[src/rtl/tile_sprite_renderer_pkg.sv]
// Shared constants and pipeline payload types for the tile/sprite renderer.
package tile_sprite_renderer_pkg;

  localparam int unsigned COLOR_W = 24;
  localparam int unsigned LATENCY = 4;

  localparam logic [COLOR_W-1:0] KEY_COLOR_DEF = 24'hFF00FF;
  localparam logic [COLOR_W-1:0] BG_COLOR_DEF  = 24'h000000;

  // Per-stage pixel control carried alongside the ROM addresses
  typedef struct packed {
    logic valid;
    logic off_map;
  } pix_ctl_t;

endpackage

[src/rtl/tile_sprite_renderer_spr.sv]
// One sprite channel: frame-synchronous shadow registers, E1 rectangle hit test,
// and a delay line aligning hit and colour with the tile pipeline output stage.
module tile_sprite_renderer_spr
  import tile_sprite_renderer_pkg::*;
#(
  parameter int unsigned X_W = 9,
  parameter int unsigned Y_W = 9
) (
  input  logic               i_clk,
  input  logic               i_rst_n,
  input  logic               i_frame_start,
  input  logic [X_W-1:0]     i_x,
  input  logic [Y_W-1:0]     i_y,
  input  logic               i_en,
  input  logic [X_W-1:0]     i_sx,
  input  logic [Y_W-1:0]     i_sy,
  input  logic [X_W-1:0]     i_sw,
  input  logic [Y_W-1:0]     i_sh,
  input  logic [COLOR_W-1:0] i_color,
  output logic               o_hit_c,
  output logic               o_hit,
  output logic [COLOR_W-1:0] o_color
);

  localparam int unsigned DLY = LATENCY - 1;

  logic               en_q;
  logic [X_W-1:0]     sx_q, sw_q;
  logic [Y_W-1:0]     sy_q, sh_q;
  logic [COLOR_W-1:0] col_q;

  logic               en_e;
  logic [X_W-1:0]     sx_e, sw_e;
  logic [Y_W-1:0]     sy_e, sh_e;
  logic [COLOR_W-1:0] col_e;

  logic [DLY-1:0]     hit_q;
  logic [COLOR_W-1:0] dcol_q [DLY];

  // The pixel sampled on the load edge already sees the new shadow values
  assign en_e  = i_frame_start ? i_en    : en_q;
  assign sx_e  = i_frame_start ? i_sx    : sx_q;
  assign sy_e  = i_frame_start ? i_sy    : sy_q;
  assign sw_e  = i_frame_start ? i_sw    : sw_q;
  assign sh_e  = i_frame_start ? i_sh    : sh_q;
  assign col_e = i_frame_start ? i_color : col_q;

  // One extra bit on the far edge so sprites past the screen edge clip instead of wrapping
  assign o_hit_c = en_e
                && (i_x >= sx_e) && ({1'b0, i_x} < ({1'b0, sx_e} + {1'b0, sw_e}))
                && (i_y >= sy_e) && ({1'b0, i_y} < ({1'b0, sy_e} + {1'b0, sh_e}));

  always_ff @(posedge i_clk or negedge i_rst_n) begin
    if (!i_rst_n) begin
      en_q  <= 1'b0;
      sx_q  <= '0;
      sy_q  <= '0;
      sw_q  <= '0;
      sh_q  <= '0;
      col_q <= '0;
      hit_q <= '0;
      for (int i = 0; i < DLY; i++) dcol_q[i] <= '0;
    end else begin
      if (i_frame_start) begin
        en_q  <= i_en;
        sx_q  <= i_sx;
        sy_q  <= i_sy;
        sw_q  <= i_sw;
        sh_q  <= i_sh;
        col_q <= i_color;
      end
      hit_q     <= {hit_q[DLY-2:0], o_hit_c};
      dcol_q[0] <= col_e;
      for (int i = 1; i < DLY; i++) dcol_q[i] <= dcol_q[i-1];
    end
  end

  assign o_hit   = hit_q[DLY-1];
  assign o_color = dcol_q[DLY-1];

endmodule

[src/rtl/tile_sprite_renderer.sv]
// Tile-map background renderer with prioritised sprite overlay, colour-key
// transparency and per-frame sprite collision flags; 4-cycle fixed latency.
module tile_sprite_renderer
  import tile_sprite_renderer_pkg::*;
#(
  parameter int unsigned X_W       = 9,
  parameter int unsigned Y_W       = 9,
  parameter int unsigned TILE_LOG2 = 2,
  parameter int unsigned MAP_COLS  = 120,
  parameter int unsigned MAP_ROWS  = 68,
  parameter int unsigned MAP_AW    = 13,
  parameter int unsigned MAP_DW    = 6,
  parameter int unsigned TILE_AW   = MAP_DW + 2*TILE_LOG2,
  parameter int unsigned N_SPR     = 3,
  parameter logic [COLOR_W-1:0] KEY_COLOR = KEY_COLOR_DEF,
  parameter logic [COLOR_W-1:0] BG_COLOR  = BG_COLOR_DEF
) (
  input  logic                     i_clk,
  input  logic                     i_rst_n,
  input  logic                     i_frame_start,
  input  logic                     i_valid,
  input  logic [X_W-1:0]           i_x,
  input  logic [Y_W-1:0]           i_y,
  output logic [MAP_AW-1:0]        o_map_addr,
  input  logic [MAP_DW-1:0]        i_map_data,
  output logic [TILE_AW-1:0]       o_tile_addr,
  input  logic [COLOR_W-1:0]       i_tile_data,
  input  logic [N_SPR-1:0]         i_spr_en,
  input  logic [N_SPR*X_W-1:0]     i_spr_x,
  input  logic [N_SPR*Y_W-1:0]     i_spr_y,
  input  logic [N_SPR*X_W-1:0]     i_spr_w,
  input  logic [N_SPR*Y_W-1:0]     i_spr_h,
  input  logic [N_SPR*COLOR_W-1:0] i_spr_color,
  output logic                     o_valid,
  output logic [COLOR_W-1:0]       o_color,
  output logic [N_SPR-1:0]         o_collision
);

  localparam int unsigned TX_W  = X_W - TILE_LOG2;
  localparam int unsigned TY_W  = Y_W - TILE_LOG2;
  localparam int unsigned LOW_W = 2*TILE_LOG2;

  logic [N_SPR-1:0]   hit_c, hit;
  logic [COLOR_W-1:0] spr_col [N_SPR];

  for (genvar k = 0; k < N_SPR; k++) begin : g_spr
    tile_sprite_renderer_spr #(.X_W(X_W), .Y_W(Y_W)) u_spr (
      .i_clk         (i_clk),
      .i_rst_n       (i_rst_n),
      .i_frame_start (i_frame_start),
      .i_x           (i_x),
      .i_y           (i_y),
      .i_en          (i_spr_en[k]),
      .i_sx          (i_spr_x[k*X_W +: X_W]),
      .i_sy          (i_spr_y[k*Y_W +: Y_W]),
      .i_sw          (i_spr_w[k*X_W +: X_W]),
      .i_sh          (i_spr_h[k*Y_W +: Y_W]),
      .i_color       (i_spr_color[k*COLOR_W +: COLOR_W]),
      .o_hit_c       (hit_c[k]),
      .o_hit         (hit[k]),
      .o_color       (spr_col[k])
    );
  end

  logic [TX_W-1:0]    tx_c;
  logic [TY_W-1:0]    ty_c;
  logic               off_c;
  logic [MAP_AW-1:0]  map_addr_d, map_addr_q;
  logic [LOW_W-1:0]   low1_q;
  logic [TILE_AW-1:0] tile_addr_q;
  logic [COLOR_W-1:0] tile_q;
  pix_ctl_t           s1_q, s2_q, s3_q;
  logic [COLOR_W-1:0] color_d, color_q;
  logic               valid_q;
  logic [N_SPR-1:0]   coll_c, acc_d, acc_q, coll_d, coll_q;

  assign tx_c       = i_x[X_W-1:TILE_LOG2];
  assign ty_c       = i_y[Y_W-1:TILE_LOG2];
  assign off_c      = (32'(tx_c) >= MAP_COLS) || (32'(ty_c) >= MAP_ROWS);
  assign map_addr_d = off_c ? '0 : MAP_AW'(32'(ty_c) * MAP_COLS + 32'(tx_c));

  // Lowest index wins, so sweep from the highest index downwards
  always_comb begin
    color_d = '0;
    if (s3_q.valid) begin
      color_d = (s3_q.off_map || (tile_q == KEY_COLOR)) ? BG_COLOR : tile_q;
      for (int k = N_SPR-1; k >= 0; k--) begin
        if (hit[k]) color_d = spr_col[k];
      end
    end
  end

  // A hit on the frame-start edge belongs to the new frame's accumulator
  always_comb begin
    coll_c = '0;
    for (int k = 0; k < N_SPR; k++) begin
      coll_c[k] = hit_c[k] && (|(hit_c & ~(N_SPR'(1) << k)));
    end
    acc_d  = (i_frame_start ? '0 : acc_q) | (i_valid ? coll_c : '0);
    coll_d = i_frame_start ? acc_q : coll_q;
  end

  always_ff @(posedge i_clk or negedge i_rst_n) begin
    if (!i_rst_n) begin
      map_addr_q  <= '0;
      low1_q      <= '0;
      tile_addr_q <= '0;
      tile_q      <= '0;
      s1_q        <= '0;
      s2_q        <= '0;
      s3_q        <= '0;
      color_q     <= '0;
      valid_q     <= 1'b0;
      acc_q       <= '0;
      coll_q      <= '0;
    end else begin
      map_addr_q  <= map_addr_d;
      low1_q      <= {i_y[TILE_LOG2-1:0], i_x[TILE_LOG2-1:0]};
      s1_q        <= '{valid: i_valid, off_map: off_c};
      tile_addr_q <= {i_map_data, low1_q};
      s2_q        <= s1_q;
      tile_q      <= i_tile_data;
      s3_q        <= s2_q;
      color_q     <= color_d;
      valid_q     <= s3_q.valid;
      acc_q       <= acc_d;
      coll_q      <= coll_d;
    end
  end

  assign o_map_addr  = map_addr_q;
  assign o_tile_addr = tile_addr_q;
  assign o_color     = color_q;
  assign o_valid     = valid_q;
  assign o_collision = coll_q;

endmodule
[config.mk]
export PLATFORM = sky130hd
export DESIGN_NAME = tile_sprite_renderer
export DESIGN_NICKNAME = d
export VERILOG_FILES = /design/src/rtl/tile_sprite_renderer_pkg.sv /design/src/rtl/tile_sprite_renderer_spr.sv /design/src/rtl/tile_sprite_renderer.sv
export SDC_FILE = /design/constraint.sdc
export NUM_CORES = 1
export LEC_CHECK = 0
export ABC_AREA = 1
export CORE_ASPECT_RATIO = 0.6
export CORE_MARGIN = 3
export CORE_UTILIZATION = 58
export CTS_BUF_LIST = sky130_fd_sc_hd__clkbuf_8
export DETAILED_ROUTE_END_ITERATION = 10
export DONT_BUFFER_PORTS = 1
export GPL_TIMING_DRIVEN = 0
export HOLD_SLACK_MARGIN = 0.08
export PLACE_DENSITY = 0.81
export RECOVER_POWER = 100
export SLEW_MARGIN = 20
export SYNTH_ARGS = -nofsm -noshare
export SYNTH_HDL_FRONTEND = slang
export SYNTH_SLANG_ARGS = --single-unit
[constraint.sdc]
create_clock -name i_clk -period 3.1 [get_ports i_clk]
set_clock_uncertainty 0.05 [all_clocks]
set_input_delay 0.155 -clock i_clk [delete_from_list [all_inputs] [get_ports i_clk]]
set_output_delay 0.155 -clock i_clk [all_outputs]
set_load 0.1 [all_outputs]
# Yosys cells after proc, flatten, opt, wreduce, memory -nomap -nowiden
# Cells that the tools add are included.
# totals
inputBits	235
latchBits	0
register_bits	424
output_inout_bits	51
rom_bits	0
mem_count	0
ramBits	0
word_cells	108
# classes
bitwise	1
div	0
eq_ne	1
n_reduce_logical	20
shifts	0
n_mux	23
n_lt_le_gt_ge	14
n_mul	1
n_addsub	7
# ops
operator	n
two-way mux 24 bit	5
two-way mux 9 bit	12
adder 9 x 9 -> 10 bit	6
less-than comparator 9 x 10 -> 1 bit	6
greater-or-equal comparator 9 bit	6
equality test 24 bit, second input constant	1
logical AND 1 bit	15
greater-or-equal comparator 7 bit, second input constant	2
adder 13 x 7 -> 13 bit	1
two-way mux 13 bit	1
multiplier 7 x 4 -> 10 bit, second input constant	1
two-way mux 3 bit	2
OR reduction 2 bit	3
two-way mux 1 bit	3
OR 3 bit	1
logical OR 1 bit	2

# Logic depth before layout (Yosys ltp)
# Gate-level depths: netlist (run 1).
# depth
word_depth	10
mapped_depth	29

# Cells and area by module
# From an unflattened synthesis (run 1), not the netlist that was laid out.
# hier_totals
cells_unflattened	2045
hier_area_um2	20784.9
# by_module_without_submodules
module	cells_per_inst	area_each_um2	seq_area_each_um2	n_inst
tile_sprite_renderer_spr (g_spr[0].u_spr ...)	504	5418.9	2802.7	2
tile_sprite_renderer_spr (g_spr[2].u_spr)	501	5425.2	2802.7	1
tile_sprite_renderer	536	4521.8	2202.1	1

# Worst setup path before layout (run 1)
# OpenSTA, ideal clock, no wires.
# synth_path
path_type	input -> register
from	input port i_frame_start
to	register acc_q[2]
slack_ps	-244
cell_stages	27
t_arrival_ps	3178
t_required_ps	2934
n_path_buf	4
cell_sequence	buf_2 > clkinv_1 > clkbuf_1 > buf_2 > buf_2 > nand2_1 > nand2_1 > ha_1 > inv_1 > fa_1 > o21ai_0 > nand2_1 > nand2_1 > nand2_1 > nand2_1 > nand2_1 > nand2_1 > a21oi_1 > xor2_1 > ha_1 > nand2_1 > nand2_1 > nand2_1 > nand3_1 > nand2_1 > nand2_1 > nand2_1
# synth_between
elab_chain_len	10
# synth_rtl
element	line_no	rtl
start, declared	tile_sprite_renderer.sv:20	input logic i_frame_start,
two-way mux 9 bit *	tile_sprite_renderer_spr.sv:42	assign sx_e = i_frame_start ? i_sx : sx_q;
named net g_spr[1].u_spr.sx_e[0]	tile_sprite_renderer_spr.sv:33	logic [X_W-1:0] sx_e, sw_e;
adder 9 x 9 -> 10 bit / greater-or-equal comparator 9 bit (equally long branches)	tile_sprite_renderer_spr.sv:50	&& (i_x >= sx_e) && ({1'b0, i_x} < ({1'b0, sx_e} + {1'b0, sw_e}))
less-than comparator 9 x 10 -> 1 bit / logical AND 1 bit (equally long branches)	tile_sprite_renderer_spr.sv:50	
logical AND 1 bit *	tile_sprite_renderer_spr.sv:50	
logical AND 1 bit * (2 in series)	tile_sprite_renderer_spr.sv:51	&& (i_y >= sy_e) && ({1'b0, i_y} < ({1'b0, sy_e} + {1'b0, sh_e}));
OR reduction 2 bit *	tile_sprite_renderer.sv:97	coll_c[k] = hit_c[k] && (|(hit_c & ~(N_SPR'(1) << k)));
logical AND 1 bit *	tile_sprite_renderer.sv:97	
two-way mux 3 bit *	tile_sprite_renderer.sv:99	acc_d = (i_frame_start ? '0 : acc_q) | (i_valid ? coll_c : '0);
OR 3 bit *	tile_sprite_renderer.sv:99	
named net acc_d[2]	tile_sprite_renderer.sv:75	logic [N_SPR-1:0] coll_c, acc_d, acc_q, coll_d, coll_q;
end signal, assigned	tile_sprite_renderer.sv:114	acc_q <= '0;
end signal, assigned	tile_sprite_renderer.sv:126	acc_q <= acc_d;
end, declared	tile_sprite_renderer.sv:75	
# Mark *: on every way through the listed nets, which the timed path passes. The rest lies on a longest branch.
# A chain may end at the register's enable or synchronous reset.

# Worst setup path after layout (run 1)
# layout_path
from	register g_spr[2].u_spr.sx_q[4]
to	register acc_q[2]
# layout_between
elab_chain_len	9
# layout_rtl
element	line_no	rtl
start, declared	tile_sprite_renderer_spr.sv:28	logic [X_W-1:0] sx_q, sw_q;
start signal, assigned	tile_sprite_renderer_spr.sv:66	sx_q <= i_sx;
two-way mux 9 bit *	--	
named net g_spr[2].u_spr.sx_e[4]	tile_sprite_renderer_spr.sv:33	
adder 9 x 9 -> 10 bit / greater-or-equal comparator 9 bit (equally long branches)	tile_sprite_renderer_spr.sv:50	
less-than comparator 9 x 10 -> 1 bit / logical AND 1 bit (equally long branches)	tile_sprite_renderer_spr.sv:50	
logical AND 1 bit *	tile_sprite_renderer_spr.sv:50	
logical AND 1 bit * (2 in series)	tile_sprite_renderer_spr.sv:51	
logical AND 1 bit *	tile_sprite_renderer.sv:97	
two-way mux 3 bit *	tile_sprite_renderer.sv:99	
OR 3 bit *	tile_sprite_renderer.sv:99	
named net acc_d[2]	tile_sprite_renderer.sv:75	
# Marks and branches as above.

==> impl_metrics.csv, run 1 <==
group,metric,value,unit
die,floorplan.die.width,244,um
flow_run,drv_cap,0,
place,place.port_buffers,0,
detailed_routing,vias,16854,
critical_path,cp_data_arrival_time,3.63,ns
detailed_routing,antenna_left,0,
detailed_routing,firstDrtPassIters,5,
yosys,synth_top_flop_cell,"dfrtp_1",
timing,tightest_slew,1.50,ns
clocking,clkSlewWorstSetupHoldPaths,0.07,ns
yosys,synth.yosys.seq_area_share,53.8,%
critical_path,start_kind,"flip-flop",
critical_path,cp-end-kind,"flip-flop",
yosys,synth_nets,2534,
grt,layer_with_the_highest_usage,"met2",
yosys,synth_area_per_cell,9.38,um^2
grt,grt.overflow.total,0,
clocking,cts-hold-fix-buffers,275,
grt,pin_count_of_the_biggest_net_entering_global_routing,425,
timing,timing.max_slew.rel_slack,0.190,%
grt,overall_routing_resource_usage,33.8,%
clocking,cts_tree,"yes",
critical_path,required,3.62,ns
timing,slew_viol_final,0,
finish,ff_latch_area,10600,um^2
finish,area_occupied_by_multi_input_gates,8760,um^2
outcome,run_status,"complete, but fails checks",
die,die_height,149,um
detailed_routing,detail_route.wirelength,63400,um
die,standard_cell_row_count,51,
critical_path,worstSetupPathType,"flip-flop to flip-flop",
critical_path,crit_path_max_fanout,4,
finish,postLayoutCellArea,25400,um^2
clocking,max_root_sink_buffers,3,
yosys,synth_enable_flop_cells,0,
clocking,clock-sinks,424,
detailed_routing,avgRoutedWirePerCell,21.3,um
finish,num-fill-cells,2077,
timing,setup_ws,-0.00814,ns
grt,grtUsageMet1,44.1,%
grt,first_global_vias,17455,
die,core-area,33000,um^2
pwr,power.density_cell_area,602,nW/um^2
yosys,ys_warn_count,0,
grt,groute.layer.met3.usage,10.7,%
detailed_routing,detailedRoute.firstIterationViolations,1741,
timing,final.min_clock_period,3.11,ns
detailed_routing,drt-vias-per-instance,5.67,
yosys,synth_area,19700,um^2
finish,number_of_nets_in_the_finished_design,2895,
clocking,cts_buffers,60,
grt,use_met2,52.7,%
finish,post_route_cells_drive_above_1_share,13.0,%
detailed_routing,post-route-drc-count,0,
die,design.die.area,36300,um^2
finish,finalCoreUtilization,77.0,%
place,placedInstanceArea,20300,um^2
place,gp_routability_congestion,1.01,
worst_hold_path,timing.hold.worst.class,"primary input to asynchronous set/reset pin",
outcome,violations,"hold timing, setup timing",
place,detailedPlacementHpwl,40100,um
yosys,total_of_flip_flops_plus_latches_after_synthesis,424,
timing,achievable-frequency,322,MHz
finish,areaGrowthSynthToFinish,28.7,%
pwr,cell_leakage_power,12.8,nW
timing,grt_setup_unrepaired,"yes",
grt,grt_pass1_wl,94300,um
critical_path,reg2reg_depth,23,
clocking,clk-insertion-delay-late,0.64,ns
yosys,synth_cells,2103,
timing,timing.final.crit_share,100,%
die,io_pins,286,
pwr,power.ir.vdd_worst,0.443,mV
clocking,cts-htree-levels,2,
yosys,netlist-cell-type-count,31,
die,start_util,59.8,%
timing,hold_ws,-0.839,ns
clocking,clockRootBuffer,"clkbuf_8",
timing,setup_violations,1,
timing,hold_viol,424,
grt,grt_antenna_before_repair,12,
yosys,async_reset_ff_share,100,%
## flip-flops by register name (all words and copies together), names as in the netlist, 4 cells and up
register,cells
g_spr.u_spr.col_q,72
g_spr.u_spr.dcol_q,72
g_spr.u_spr.o_color,72
g_spr.u_spr.sh_q,27
g_spr.u_spr.sw_q,27
g_spr.u_spr.sx_q,27
g_spr.u_spr.sy_q,27
o_color,24
tile_q,24
o_map_addr,13
o_tile_addr,10
g_spr.u_spr.hit_q,9
low1_q,4
## final cells by class
cell class | instances | area share (%)
inverter | 196 | 2.91
multi-input combinational | 1423 | 34.5
sequential | 424 | 41.8
timing repair buffer | 299 | 11.5
antenna | 10 | 0.0985
clock inverter | 32 | 1.01
tap | 450 | 2.22
clock buffer | 80 | 4.34
buffer | 60 | 1.60
## layout by cell type (no fill, tap or decap), drive strengths merged
| master | count |
|---|---|
| xnor2 | 10 |
| or2 | 54 |
| dfrtp | 424 |
| nor3 | 7 |
| nand4 | 25 |
| clkinv | 9 |
| a211oi | 1 |
| o211ai | 9 |
| o21ai | 123 |
| a31oi | 9 |
| clkbuf | 117 |
| a21o | 12 |
| a21oi | 110 |
| bufinv | 4 |
| o21a | 7 |
| nor2 | 71 |
| xor2 | 32 |
| diode | 10 |
| nor3b | 3 |
| nand3 | 30 |
| nand3b | 10 |
| clkinvlp | 1 |
| dlygate4sd3 | 275 |
| inv | 214 |
| fa | 18 |
| ha | 178 |
| nor4 | 2 |
| nand2 | 712 |
| buf | 47 |
## routing by layer
metal | vias to the layer above | share of wire (%)
met5 | - | 0.020
met1 | 8124 | 39
met4 | 2 | 5.1
met3 | 299 | 11
li1 | 7464 | -
met2 | 965 | 45
## power breakdown
group          total [mW]  internal [mW]  switching (mW)  leakage [nW]
sequential           6.90           6.01           0.886          5.15
clock                4.91           2.65            2.26         0.764
combinational        3.48           1.43            2.04          6.90
total                15.3           10.1            5.19          12.8
## logic make-up (layout without fill, tap and decap cells)
group           count (synthesis)  after routing  synth area share, %
buf+inv                       256            667                 4.95
other cells                     0             10                    0
xor+xnor                       42             42                 1.90
compound gates                271            271                 7.30
flops                         424            424                 53.8
fa+ha+maj                     196            196                 13.1
simple gates                  914            914                 19.0
## worst paths after layout
check                                               end  slack, ns               startpoint
worst max-delay path                           acc_q[2]     -0.008   g_spr[2].u_spr.sx_q[4]
worst min-delay path             g_spr[0].u_spr.sw_q[6]      -0.84                  i_rst_n
worst max register to register                 acc_q[2]     -0.008   g_spr[2].u_spr.sx_q[4]
worst min register to register  g_spr[2].u_spr.hit_q[1]       0.29  g_spr[2].u_spr.hit_q[0]
max in group asynchronous        g_spr[1].u_spr.sy_q[3]       2.63                  i_rst_n
min in group i_clk              g_spr[1].u_spr.hit_q[0]       0.06                   i_y[7]
## repair_timing
action / CTS / global route
hold endpoints to repair: 662 / 424
setup buffers: 0 / 24
setup endpoints to repair: 6 / 6
pin swaps: 0 / 37
resized for setup: 60 / 164
## worst max-delay path, cell delays in order (launching register included)
cell	delay, ns
dfrtp_1	0.40
o21ai_2	0.20
inv_2	0.09
ha_4	0.29
nand2_1	0.08
inv_2	0.09
nand3_2	0.10
nor2_4	0.16
nor2_4	0.06
xor2_1	0.16
ha_1	0.33
nand2_2	0.08
inv_1	0.06
a21oi_2	0.14
nand2_1	0.08
nand2_1	0.06
nand2_1	0.06
nand2_1	0.06
nand2_1	0.06
nand2_2	0.10
nand3_4	0.10
nor2_4	0.11
nand2_1	0.05
nand2_1	0.05
## synthesized netlist by cell type (10+ instances only)
master / number / area share [%]
ha_1: 178 / 11
fa_1: 18 / 1.8
nand3b_1: 10 / 0.38
buf_2: 13 / 0.33
dfrtp_1: 424 / 54
a21oi_1: 110 / 2.8
clkbuf_1: 44 / 0.84
xor2_1: 32 / 1.4
nor2_1: 70 / 1.3
or2_2: 54 / 1.7
inv_1: 195 / 3.7
nand4_1: 25 / 0.79
nand2_1: 712 / 14
o21ai_0: 122 / 3.1
a21o_1: 12 / 0.46
nand3_1: 29 / 0.74
## metrics by stage
step                instances  total power [mW]  worst slack (ns)  setup TNS (ns)
global route             2973              16.0            -0.133          -0.306
floorplan                2103              8.89           0.00130               0
CTS                      2940              14.8           0.00284               0
finish                   2974              15.3          -0.00814        -0.00814
global placement         2553              9.42            -0.873           -4.64
detailed placement       2553              9.62             -1.01           -5.59
(Power assumes the default switching activity.)
==> run 2, diff against run 1 <==
MAX_ROUTING_LAYER = met4   (was unset)
==> run 2 against run 1 <==
  * Highest routed layer is now met4
  * The run ends with hold timing, slew limit left
  * Via count up 1.5%
  * Largest cell class unchanged
  * Register-to-register slack better by 0.08 ns
  * Core utilization down 0.16 points
==> impl_metrics.csv, run 2 (same netlist as run 1, synthesis figures left out) <==
group,metric,value,unit
pwr,cell_leakage_power,12.8,nW
critical_path,cp_data_arrival_time,3.47,ns
pwr,power_switching,5.16,mW
place,place.port_buffers,0,
clocking,cts_tree,"yes",
grt,grt.overflow.total,0,
grt,overall_routing_resource_usage,34.7,%
die,die_height,149,um
outcome,violations,"hold timing, slew limit",
grt,grt_antenna_before_repair,15,
critical_path,start_kind,"primary input",
clocking,cts_buffers,60,
timing,slew_viol_final,238,
die,start_util,59.8,%
timing,timing.max_slew.rel_slack,-37.0,%
die,core-area,33000,um^2
die,floorplan.die.width,244,um
timing,hold_viol,424,
critical_path,crit_path_frequent_cell,"nand2_1",
grt,grtUsageMet1,44.5,%
critical_path,worstSetupPathType,"primary input to flip-flop",
place,gp_routability_congestion,1.03,
flow_run,drv_cap,0,
timing,achievable-frequency,331,MHz
finish,num-fill-cells,2067,
timing,final.min_clock_period,3.02,ns
die,standard_cell_row_count,51,
finish,layout.cells.most_common,"nand2_1",
finish,ff_latch_area,10600,um^2
place,detailedPlacementHpwl,40000,um
pwr,p_int,9.94,mW
timing,hold_ws,-0.840,ns
timing,setup_ws,0.0762,ns
timing,setup_total_negative_slack,0,ns
outcome,run_status,"complete, but fails checks",
clocking,clock-sinks,424,
critical_path,max_stage_delay,0.37,ns
timing,timing.final.crit_share,97.5,%
grt,layer_with_the_highest_usage,"met2",
finish,number_of_nets_in_the_finished_design,2888,
grt,first_global_vias,17304,
clocking,clkSlewWorstSetupHoldPaths,0.08,ns
timing,grt_setup_unrepaired,"yes",
clocking,clockRootBuffer,"clkbuf_8",
clocking,max_root_sink_buffers,3,
critical_path,timing.critical_path.buf_inv,6,
pwr,power.ir.vdd_worst,0.425,mV
detailed_routing,avgRoutedWirePerCell,21.4,um
pwr,p_clk_share,31.3,%
pwr,power.density_cell_area,596,nW/um^2
finish,layout_common_cells,"nand2_1, dfrtp_1, dlygate4sd3_1",
detailed_routing,detail_route.wirelength,63600,um
grt,groute.layer.met3.usage,9.52,%
finish,finalCoreUtilization,76.8,%
place,detailedPlace.worstSlack,-0.981,ns
grt,use_met2,52.4,%
worst_hold_path,timing.hold.worst.class,"primary input to asynchronous set/reset pin",
detailed_routing,post-route-drc-count,0,
finish,post_route_cells_drive_above_1_share,12.5,%
pwr,power.switching_fraction,34.2,%
pwr,comb_power_share,22.9,%
grt,pin_count_of_the_biggest_net_entering_global_routing,425,
detailed_routing,firstDrtPassIters,8,
clocking,clk-insertion-delay-late,0.64,ns
detailed_routing,vias,17105,
detailed_routing,antenna_left,0,
critical_path,required,3.55,ns
critical_path,critical-path-slowest-cell,"fa_2",
pwr,pwr-share-seq,45.7,%
critical_path,cp-end-kind,"flip-flop",
detailed_routing,drt-vias-per-instance,5.76,
critical_path,critical-path-top-delay-family,"simple AND/OR/NAND/NOR gates",
finish,area_occupied_by_multi_input_gates,8790,um^2
grt,grt_pass1_wl,93900,um
detailed_routing,detailedRoute.firstIterationViolations,1916,
clocking,cts-htree-levels,2,
die,design.die.area,36300,um^2
timing,setup_violations,0,
finish,areaGrowthSynthToFinish,28.4,%
timing,tightest_slew,2.05,ns
critical_path,crit_path_max_fanout,11,
die,io_pins,286,
[run 2: cell count changes in the layout (fill, tap and decap cells not counted), moves of 3 or more]
cell,change
clkbuf_4,+3
buf_4,-7
clkinv_2,-4
inv_2,-5
diode_2,+7
inv_1,+6
[run 2: worst register-to-register path, cell delays in order, from the launching register on]
cell     delay, ns
dfrtp_1       0.34
nand2_1       0.07
nand2_1       0.12
ha_2          0.21
inv_1         0.09
fa_2          0.38
o21ai_2       0.16
buf_4         0.14
xnor2_1       0.11
ha_1          0.25
nand2_1       0.09
inv_1         0.05
a21oi_1       0.15
nand2_1       0.07
nand2_1       0.05
nand2_1       0.05
nand2_1       0.05
nand2_1       0.08
nand2_4       0.12
nand3_4       0.10
nor2_2        0.09
nand2_1       0.06
nand2_1       0.05
[run 2: power by group through the flow]
stage,Sequential [mW],Combinational (mW),Clock (mW)
final,6.90,3.46,4.73
after CTS,6.88,2.99,4.72
after global routing,6.93,3.79,5.08
after global placement,6.95,2.47,0
after detailed placement,6.97,2.63,0
after floorplan,6.89,2.00,0
[run 2: worst paths after layout]
check | start | end | slack [ns] | cells after the start
setup / recovery | i_frame_start | acc_q[0] | 0.08 | 27
min in group i_clk | i_x[7] | g_spr[1].u_spr.hit_q[0] | 0.12 | 8
max in group asynchronous | i_rst_n | tile_q[20] | 2.18 | 0
setup reg to reg | g_spr[0].u_spr.sx_q[0] | acc_q[0] | 0.08 | 22
hold / removal | i_rst_n | g_spr[0].u_spr.sw_q[6] | -0.84 | 0
hold reg to reg | g_spr[0].u_spr.hit_q[0] | g_spr[0].u_spr.hit_q[1] | 0.27 | 0
[run 2: area by class of cell]
| cell class | count | share of cell area, % |
|---|---|---|
| flip-flops and latches | 424 | 41.9 |
| inverters | 196 | 2.92 |
| clock buffers | 81 | 4.40 |
| clock inverters | 27 | 0.726 |
| repair buffers | 292 | 11.4 |
| well taps | 450 | 2.22 |
| multi-input cells | 1423 | 34.7 |
| plain buffers | 60 | 1.67 |
| diodes | 17 | 0.168 |
[run 2: what timing repair did]
| item | 4_1_cts | 5_1_grt |
|---|---|---|
| buffers inserted | 0 | 18 |
| pin swaps | 0 | 38 |
| endpoints found under the hold margin | 660 | 425 |
| hold buffers | 273 | 1 |
| gates resized for setup | 63 | 164 |
| setup endpoints to repair | 6 | 6 |
[run 2: stage by stage]
stage / std cells / total power, mW / hold slack (ns) / cell area (um^2)
floorplan: 2103 / 8.89 / -0.191 / 19800
global placement: 2553 / 9.42 / -0.179 / 20300
detailed placement: 2553 / 9.60 / -0.181 / 20300
CTS: 2934 / 14.6 / -0.855 / 24500
global route: 2967 / 15.8 / -0.877 / 25300
finish: 2970 / 15.1 / -0.840 / 25300
[run 2: per-layer routing]
layer / vias to the layer above / part of all wire (%)
li1: 7469 / -
met1: 8229 / 39
met2: 1093 / 45
met3: 314 / 11
met4: 0 / 5.5
met5: - / 0
